<file path="src/rtl/dmem_arbiter.sv">
// rtl/dmem_arbiter.sv - shares a single-port dmem between CPU accesses and VGA burst reads
// The VGA burst yields to the CPU, but never more than STARVE_LIMIT times in a row.
module dmem_arbiter #(
  parameter int STARVE_LIMIT = 3,
  parameter int ADDR_W       = 12,
  parameter int DATA_W       = 32
) (
  input  logic              clock,
  input  logic              reset,
  input  logic              cpu_req,
  input  logic              cpu_we,
  input  logic [ADDR_W-1:0] cpu_addr,
  input  logic [DATA_W-1:0] cpu_wdata,
  output logic              cpu_gnt,
  output logic              cpu_rvalid,
  output logic [DATA_W-1:0] cpu_rdata,
  input  logic              vga_req,
  input  logic [ADDR_W-1:0] vga_base,
  input  logic [3:0]        vga_len,
  output logic              vga_busy,
  output logic              vga_rvalid,
  output logic [DATA_W-1:0] vga_rdata,
  output logic [3:0]        vga_beat,
  output logic              vga_done,
  output logic [ADDR_W-1:0] mem_address,
  output logic [DATA_W-1:0] mem_data,
  output logic              mem_wren,
  input  logic [DATA_W-1:0] mem_q
);

  localparam int SW = (STARVE_LIMIT < 1) ? 1 : $clog2(STARVE_LIMIT + 1);

  typedef enum logic [1:0] {IDLE, BURST, DRAIN} state_t;

  state_t            state;
  logic [ADDR_W-1:0] base_q;
  logic [3:0]        len_q;
  logic [3:0]        beat_q;
  logic [SW-1:0]     starve_cnt;
  logic              cpu_pend;
  logic              vga_pend;
  logic              vga_last_q;
  logic [3:0]        vga_beat_q;
  logic              vga_issue;
  logic [ADDR_W-1:0] vga_addr;

  assign vga_issue = (state == BURST) && (!cpu_req || (starve_cnt == SW'(STARVE_LIMIT)));
  assign cpu_gnt   = cpu_req && !vga_issue;
  assign vga_addr  = base_q + ADDR_W'(beat_q);

  always_comb begin
    mem_address = '0;
    mem_data    = '0;
    mem_wren    = 1'b0;
    if (vga_issue) begin
      mem_address = vga_addr;
    end else if (cpu_gnt) begin
      mem_address = cpu_addr;
      mem_data    = cpu_wdata;
      mem_wren    = cpu_we;
    end
  end

  // Return tags follow the one-cycle dmem read latency; reset drops any in-flight beat.
  always_ff @(posedge clock) begin
    if (reset) begin
      state      <= IDLE;
      base_q     <= '0;
      len_q      <= '0;
      beat_q     <= '0;
      starve_cnt <= '0;
      cpu_pend   <= 1'b0;
      vga_pend   <= 1'b0;
      vga_last_q <= 1'b0;
      vga_beat_q <= '0;
    end else begin
      cpu_pend   <= cpu_gnt && !cpu_we;
      vga_pend   <= vga_issue;
      vga_beat_q <= beat_q;
      vga_last_q <= (beat_q == len_q);
      case (state)
        IDLE: begin
          if (vga_req) begin
            base_q     <= vga_base;
            len_q      <= vga_len;
            beat_q     <= '0;
            starve_cnt <= '0;
            state      <= BURST;
          end
        end
        BURST: begin
          if (vga_issue) begin
            starve_cnt <= '0;
            if (beat_q == len_q) state <= DRAIN;
            else beat_q <= beat_q + 4'd1;
          end else begin
            starve_cnt <= starve_cnt + 1'b1;
          end
        end
        DRAIN: begin
          state      <= IDLE;
          beat_q     <= '0;
          starve_cnt <= '0;
        end
        default: state <= IDLE;
      endcase
    end
  end

  assign vga_busy   = (state != IDLE);
  assign cpu_rvalid = cpu_pend;
  assign cpu_rdata  = cpu_pend ? mem_q : '0;
  assign vga_rvalid = vga_pend;
  assign vga_rdata  = vga_pend ? mem_q : '0;
  assign vga_beat   = vga_pend ? vga_beat_q : 4'd0;
  assign vga_done   = vga_pend && vga_last_q;

endmodule

</file>
<file path="config.mk">
export PLATFORM = sky130hd
export DESIGN_NAME = dmem_arbiter
export DESIGN_NICKNAME = d
export VERILOG_FILES = /design/src/rtl/dmem_arbiter.sv
export SDC_FILE = /design/constraint.sdc
export NUM_CORES = 1
export LEC_CHECK = 0
export CORE_MARGIN = 3
export CORE_UTILIZATION = 34
export CTS_BUF_LIST = sky130_fd_sc_hd__clkbuf_4 sky130_fd_sc_hd__clkbuf_8 sky130_fd_sc_hd__clkbuf_16
export DETAILED_ROUTE_END_ITERATION = 6
export PLACE_DENSITY = 0.88
export RECOVER_POWER = 100
export SLEW_MARGIN = 20
export SYNTH_ARGS = -nofsm -noshare
export SYNTH_HDL_FRONTEND = slang
export SYNTH_SLANG_ARGS = --single-unit
</file>
<file path="constraint.sdc">
create_clock -name clock -period 4.05 [get_ports clock]
set_clock_uncertainty 0.05 [all_clocks]
set_input_delay 0.405 -clock clock [delete_from_list [all_inputs] [get_ports clock]]
set_output_delay 0.405 -clock clock [all_outputs]
set_load 0.005 [all_outputs]
</file>
# Word level (Yosys, flattened, before mapping)
# Cells that the tools add are included.
# totals
register_bits,31
inputBits,97
output_inout_bits,118
elab_cells,55
# op_classes
n_addsub,3
n_eq_ne,8
muxes,20
n_reduce_logical,15
# ops
op,n
32-bit two-way mux,4
12-bit two-way mux,2
4-bit two-way mux,4
12-bit by 4-bit adder with 12-bit output,1
4-bit case mux with 3 select lines,1
2-bit two-way mux,5
2-bit != test (second input constant),3
2-bit case mux with 3 select lines,1
4-bit by 1-bit adder with 4-bit output (second input constant),1
2-bit == test (second input constant),2
4-bit == test,1
1-bit logical AND,4
2-bit case mux with 2 select lines,1
2-bit AND reduction,2
4-bit AND reduction,1
1-bit zero test,3
3-bit AND reduction,1
3-bit nonzero test,1
2-bit by 1-bit adder with 2-bit output (second input constant),1
2-bit by 1-bit == test with 1-bit output (second input constant),1
2-bit zero test,1
1-bit two-way mux,2
2-bit by 1-bit != test with 1-bit output (second input constant),1
2-bit nonzero test,1
1-bit logical OR,1

# Logic depth before layout (Yosys ltp)
# Gate-level depths: netlist of run 1.
# depth
ltp_word,7
mapped_depth,7

# Worst setup path before layout of run 1
# Ideal clock, no wire load.
# synth_timing
kind,reg2out
startpoint,register beat_q[0]
endpoint,output mem_address[8]
t_arrival_ps,1887
required_ps,3595
slack_ps,1708
path_stages_with_launch,8
path_buffers,0
path_cell_list,dfxtp_1 ha_1 inv_1 fa_1 nand2b_1 a2111oi_0 xnor2_1 o21ai_1
# synth_between
elab_chain_len,2
# synth_rtl
element,line,rtl
"start, declared",38,logic [3:0] beat_q;
"start signal, assigned",95,else beat_q <= beat_q + 4'd1;
12-bit by 4-bit adder with 12-bit output,49,assign vga_addr = base_q + ADDR_W'(beat_q);
12-bit two-way mux,55,if (vga_issue) begin
"end, declared",25,"output logic [ADDR_W-1:0] mem_address,"
# Every way passes these cells.

# Worst setup path in the final report of run 1
# layout_timing
startpoint,input cpu_req
endpoint,output mem_address[7]
# layout_between
elab_chain_len,7
# layout_rtl
element,line,rtl
"start, declared",10,"input logic cpu_req,"
1-bit zero test,47,assign vga_issue = (state == BURST) && (!cpu_req || (starve_cnt == SW'(STARVE_LIMIT)));
1-bit logical OR,47,
1-bit logical AND,47,
1-bit zero test,48,assign cpu_gnt = cpu_req && !vga_issue;
1-bit logical AND,48,
12-bit two-way mux,57,end else if (cpu_gnt) begin
12-bit two-way mux *,55,
# Mark *: on every way between the ends. The rest lies on a longest branch, timed or not.

==> results of run 1 <==
==> layer usage <==
metal	track usage (%)	up-vias	wire length, um
met3	4.88	15	688
met2	40.8	109	5060
met1	24.7	1312	3540
met5	0	-	0
li1	-	1474	-
met4	5.41	0	138
==> power by group through the flow <==
stage                     registers, uW  logic (uW)  clock network [uW]
after floorplan                     338         119                   0
after global placement              348         305                   0
after detailed placement            350         309                   0
after CTS                           343         312                 242
after global routing                346         326                 261
final                               343         298                 240
==> sequential cells by signal (all words and copies together) (netlist names) <==
name        count
base_q         12
beat_q          4
cpu_rvalid      1
len_q           4
starve_cnt      2
state           2
vga_beat_q      4
vga_last_q      1
vga_rvalid      1
==> worst register-to-register path, cell delays in order, from the launching register on <==
cell and delay [ns]:
dfxtp_1 0.52, nor2b_2 0.35, nand2b_1 0.50, or4b_1 0.66, a21oi_1 0.16
==> synthesized netlist by cell type (2+ instances only) <==
cell	number	area share [%]
and2_1	104	27
nand2_1	39	6.2
dfxtp_1	31	26
a21oi_1	22	4.7
clkbuf_1	15	2.4
nand3_1	14	3.0
inv_1	13	2.1
nor2_1	8	1.3
ha_1	6	3.2
o21ai_0	6	1.3
nor2b_1	5	1.3
xor2_1	5	1.9
buf_2	4	0.85
xnor2_1	4	1.5
a211oi_1	3	0.95
a311oi_1	3	1.1
nand2b_1	3	0.79
o21ai_1	3	0.63
a211o_1	2	0.74
a21o_1	2	0.63
a22o_1	2	0.74
and4_1	2	0.74
nor2b_2	2	0.74
nor3_1	2	0.42
nor3b_1	2	0.63
o211ai_1	2	0.63
or4_1	2	0.63
==> cell families after synthesis <==
family          after synthesis
buf+inv                      34
compound gates               54
fa+ha+maj                     7
flops                        31
simple gates                190
xor+xnor                      9
==> through the flow <==
stage | utilization (%) | std cells | setup slack [ns] | hold slack (ns) | instance area (um2)
final | 70.4 | 604 | 0.386 | 0.417 | 4600
after CTS | 70.6 | 604 | 0.575 | 0.425 | 4610
after global placement | 69.2 | 596 | 0.687 | 0.405 | 4520
after floorplan | - | 325 | 1.71 | 0.391 | 2370
after global routing | 70.4 | 604 | 0.191 | 0.441 | 4600
after detailed placement | 69.2 | 596 | 0.567 | 0.414 | 4520
==> layout make-up <==
type	count	share of cell area (%)
Clock buffer	6	1.66
Inverter	13	1.06
Sequential cell	31	13.5
Multi-Input combinational cell	260	34.9
Clock inverter	2	0.272
Tap cell	77	2.10
Timing Repair Buffer	215	46.5
==> worst paths after layout <==
kind                               start                      to  slack [ns]  depth (start not counted)
hold reg to reg   base_q[2]$_SDFFE_PP0P_  base_q[2]$_SDFFE_PP0P_        0.42                          2
setup / recovery                 cpu_req          mem_address[7]        0.39                          6
hold / removal    base_q[2]$_SDFFE_PP0P_  base_q[2]$_SDFFE_PP0P_        0.42                          2
setup reg to reg   state[0]$_SDFFE_PP0P_  beat_q[3]$_SDFFE_PP0P_        1.72                          4
==> layout by cell type (no fill, tap or decap), types with 8 or more instances in the layout <==
| cell | synthesis | layout |
|---|---|---|
| dfxtp_1 | 31 | 31 |
| dlygate4sd3_1 | 0 | 57 |
| clkdlybuf4s50_1 | 0 | 156 |
| a21oi_1 | 22 | 22 |
| nor2_1 | 8 | 8 |
| nand2_1 | 39 | 39 |
| nand3_1 | 14 | 14 |
| inv_1 | 13 | 13 |
| and2_1 | 104 | 45 |
| and2_0 | 0 | 59 |
==> results.sh, run 1 <==
export IMPL_status="completed"
export IMPL_crit_buf_inv=2
export IMPL_synth_mux_area_share_pct=0
export IMPL_grt_pass1_vias=2669
export IMPL_synth_edf_count=0
export IMPL_fmax_mhz=273
export IMPL_gp_congestion=0.883
export IMPL_path_max_fanout=24
export IMPL_ioPinCount=215
export IMPL_synth_seq_cells=31
export IMPL_setup_violations_final=0
export IMPL_post_route_period_util_pct=90.5
export IMPL_end_kind="output pin"
export IMPL_maxSlewViolCount=0
export IMPL_p_clk_share_pct=27.3
export IMPL_ant_nets=0
export IMPL_clock_sinks=31
export IMPL_grtUsageTotal_pct=21.8
export IMPL_multi_input_area_um2=1600
export IMPL_dp_hpwl_um=7960
export IMPL_cts_setup_buffers=0
export IMPL_synth_warnings=0
export IMPL_tns_ns=0
export IMPL_clock_path_buffers=2
export IMPL_dieWidth_um=89.4
export IMPL_crit_path_max_incr_delay_ns=0.74
export IMPL_critical_path_class="input port to output pin"
export IMPL_syn_to_final_growth_pct=94.3
export IMPL_start_kind="input port"
export IMPL_drt_iter0_drc=94
export IMPL_crit_family="buffers and inverters"
export IMPL_wirelength_um=9440
export IMPL_num_antenna_cells=0
export IMPL_worst_pin_slew_ns=1.30
export IMPL_ys_async_sr_fraction_pct=0
export IMPL_yosys_area_share_simple_pct=45.4
export IMPL_ctsResizeCount=0
export IMPL_drt_first_pass_iters=4
export IMPL_clk_pin_slew_ns=0.07
export IMPL_grt_max_degree=39
export IMPL_seq_area_frac_synth_pct=26.2
export IMPL_power_frac_comb_pct=33.8
export IMPL_synthesis_nets=429
export IMPL_synth_top_family_by_area="simple AND/OR/NAND/NOR gates"
export IMPL_die_area_um2=8000
export IMPL_post_route_drc_count=0
export IMPL_synth_cell_type_count=46
export IMPL_synth_compound_area_share_pct=14.9
export IMPL_hp_class="flop to flop"
export IMPL_synthCells=325
export IMPL_netSwitchingPower_uw=243
export IMPL_worstPathRequired_ns=3.60
export IMPL_cap_violations=0
export IMPL_synth_ff_type="dfxtp_1"
export IMPL_root_buffer="clkbuf_8"
export IMPL_die_h_um=89.4
export IMPL_power_density_nw_per_um2=192
export IMPL_cpMaxStageDelayCell="dlygate4sd3_1"
export IMPL_vias_per_cell=4.82
export IMPL_peakVddDrop_mv=0.223
export IMPL_grt_pass1_wl_um=13600
export IMPL_sequentialPowerShare_pct=38.9
export IMPL_insertion_delay_ns=0.28
export IMPL_port_buffers=214
export IMPL_start_util_pct=36.2
export IMPL_grt_setup_unrepaired="false"
export IMPL_min_period_ns=3.66
export IMPL_synthAdderAreaFrac_pct=4.02
export IMPL_p_int_uw=637
export IMPL_hold_violations=0
export IMPL_cp_cell_sequence="dlygate4sd3_1 -> nor2b_1 -> nand2b_1 -> a311oi_1 -> a311o_1 -> clkdlybuf4s50_1"
export IMPL_p_total_uw=880
export IMPL_numCtsBuffers=5
export IMPL_antenna_found_initial=0
export IMPL_grt_overflow=0
export IMPL_fillers=547
export IMPL_slew_headroom_pct=13.1
export IMPL_rows=29
export IMPL_synth_xor_area_share_pct=3.33
export IMPL_layout_nets=630
export IMPL_syn_area_um2=2370
export IMPL_cts_tree="done"
export IMPL_regArea_um2=621
export IMPL_avgSynthCellArea_um2=7.28
export IMPL_p_leak_uw=0.00186
export IMPL_hold_buffers=0
export IMPL_drive_gt1_share_pct=2.28
export IMPL_cp_arrival_ns=3.21
export IMPL_post_drt_wl_per_cell_um=15.6
export IMPL_p_sw_share_pct=27.6
export IMPL_h_tree_depth=2
export IMPL_core_um2=6530
export IMPL_num_vias=2910
No activity file was read; power rests on OpenSTA's default activity.
==> inputs of run 2 (changes only) <==
- PLACE_DENSITY: 0.88 -> 0.89
- clock period: 4.05 -> 4.74 ns (I/O delays scaled with it)
==> results.sh, run 2 (synthesis results as in run 1) <==
export IMPL_status="completed"
export IMPL_num_antenna_cells=0
export IMPL_min_to="len_q[0]$_SDFFE_PP0P_"
export IMPL_die_area_um2=8000
export IMPL_hold_violations=0
export IMPL_crit_path_max_incr_delay_ns=0.73
export IMPL_grt_max_degree=39
export IMPL_p_total_uw=753
export IMPL_worst_path_stages=6
export IMPL_ctsResizeCount=0
export IMPL_final_common_cell="clkdlybuf4s50_1"
export IMPL_drive_gt1_share_pct=2.28
export IMPL_cts_tree="done"
export IMPL_insertion_delay_ns=0.29
export IMPL_min_period_ns=3.88
export IMPL_cts_setup_buffers=0
export IMPL_critical_path_class="input port to output pin"
export IMPL_grt_setup_unrepaired="false"
export IMPL_drt_iter0_drc=54
export IMPL_cp_arrival_ns=3.36
export IMPL_vias_per_cell=4.94
export IMPL_start_util_pct=36.2
export IMPL_layout_nets=630
export IMPL_grt_pass1_vias=2756
export IMPL_rows=29
export IMPL_cap_violations=0
export IMPL_crit_buf_inv=2
export IMPL_h_tree_depth=2
export IMPL_antenna_found_initial=0
export IMPL_path_max_fanout=24
export IMPL_grt_overflow=0
export IMPL_end_kind="output pin"
export IMPL_port_buffers=214
export IMPL_dieWidth_um=89.4
export IMPL_peakVddDrop_mv=0.226
export IMPL_grtUsageTotal_pct=22.5
export IMPL_maxSlewViolCount=0
export IMPL_start_kind="input port"
export IMPL_tns_ns=0
export IMPL_clk_pin_slew_ns=0.07
export IMPL_post_drt_wl_per_cell_um=16.0
export IMPL_ant_nets=0
export IMPL_clock_path_buffers=2
export IMPL_hold_buffers=0
export IMPL_largest_reg_flops=12
export IMPL_drt_first_pass_iters=4
export IMPL_worstPathRequired_ns=4.22
export IMPL_dp_hpwl_um=8010
export IMPL_post_route_period_util_pct=81.9
export IMPL_wirelength_um=9640
export IMPL_cpMaxStageDelayCell="dlygate4sd3_1"
export IMPL_hp_class="flop to flop"
export IMPL_syn_to_final_growth_pct=94.6
export IMPL_largest_register="base_q"
export IMPL_power_density_nw_per_um2=164
export IMPL_clock_sinks=31
export IMPL_post_route_drc_count=0
export IMPL_crit_top_cell="dlygate4sd3_1"
export IMPL_cp_cell_sequence="dlygate4sd3_1 -> nor2b_1 -> nand2b_1 -> a311oi_1 -> a311o_1 -> dlygate4sd3_1"
export IMPL_fmax_mhz=258
export IMPL_rr_endpoint="beat_q[3]$_SDFFE_PP0P_"
export IMPL_numCtsBuffers=5
export IMPL_r2r_slack_ns=2.44
export IMPL_root_buffer="clkbuf_8"
export IMPL_r2r_start="state[0]$_SDFFE_PP0P_"
export IMPL_r2r_cells=4
export IMPL_place_ws_ns=1.19
export IMPL_setup_slack_ns=0.860
export IMPL_core_um2=6530
export IMPL_layout_common_cells="clkdlybuf4s50_1, dlygate4sd3_1, and2_0"
export IMPL_slew_headroom_pct=25.7
export IMPL_p_leak_uw=0.00186
export IMPL_min_path_cells=2
export IMPL_setup_violations_final=0
export IMPL_grt_pass1_wl_um=14000
export IMPL_worstHoldStart="len_q[0]$_SDFFE_PP0P_"
export IMPL_ioPinCount=215
export IMPL_die_h_um=89.4
export IMPL_num_vias=2981
export IMPL_crit_family="buffers and inverters"
export IMPL_worst_pin_slew_ns=1.11
export IMPL_gp_congestion=0.841
run 2: layer usage:
| metal | vias up | global-route usage (%) | part of all wire, % |
|---|---|---|---|
| li1 | 1480 | - | - |
| met1 | 1349 | 24.8 | 38 |
| met2 | 130 | 42.0 | 53 |
| met3 | 22 | 5.35 | 7.1 |
| met4 | 0 | 7.31 | 2.2 |
| met5 | - | 0 | 0 |
run 2: metrics by stage:
step                hold WS, ns  cell area (um2)  std cells  util [%]
floorplan                 0.391             2370        325         -
global placement          0.406             4520        596      69.2
detailed placement        0.411             4520        596      69.2
CTS                       0.421             4610        604      70.6
global route              0.441             4600        604      70.5
finish                    0.421             4600        604      70.5
run 2: worst min-delay path, stage by stage (launching register included):
cell and delay [ns]:
dfxtp_1 0.32, nand2_1 0.05, a21oi_1 0.05
run 2: power breakdown:
| group | switching [uW] | internal (uW) | total [uW] |
|---|---|---|---|
| registers | 18.6 | 274 | 293 |
| logic | 94.5 | 162 | 256 |
| clock network | 102 | 102 | 204 |
run 2: worst max-delay path by stage:
stage | startpoint | end | slack (ns)
2_1_floorplan | beat_q[0]$_SDFFE_PP0P_ | mem_address[8] | 2.33
3_3_place_gp | cpu_req | mem_address[7] | 1.25
3_5_place_dp | cpu_req | mem_address[7] | 1.19
4_1_cts | cpu_req | mem_address[7] | 1.18
5_1_grt | cpu_req | mem_address[11] | 0.60
6_report | cpu_req | mem_address[7] | 0.86
run 2: final cells by class:
cell class | instances | area (um2)
inverter | 13 | 48.8
timing repair buffer | 215 | 2150
fill | 543 | 1930
clock inverter | 3 | 20.0
multi-input combinational | 260 | 1600
sequential | 31 | 621
tap | 77 | 96.3
clock buffer | 5 | 68.8
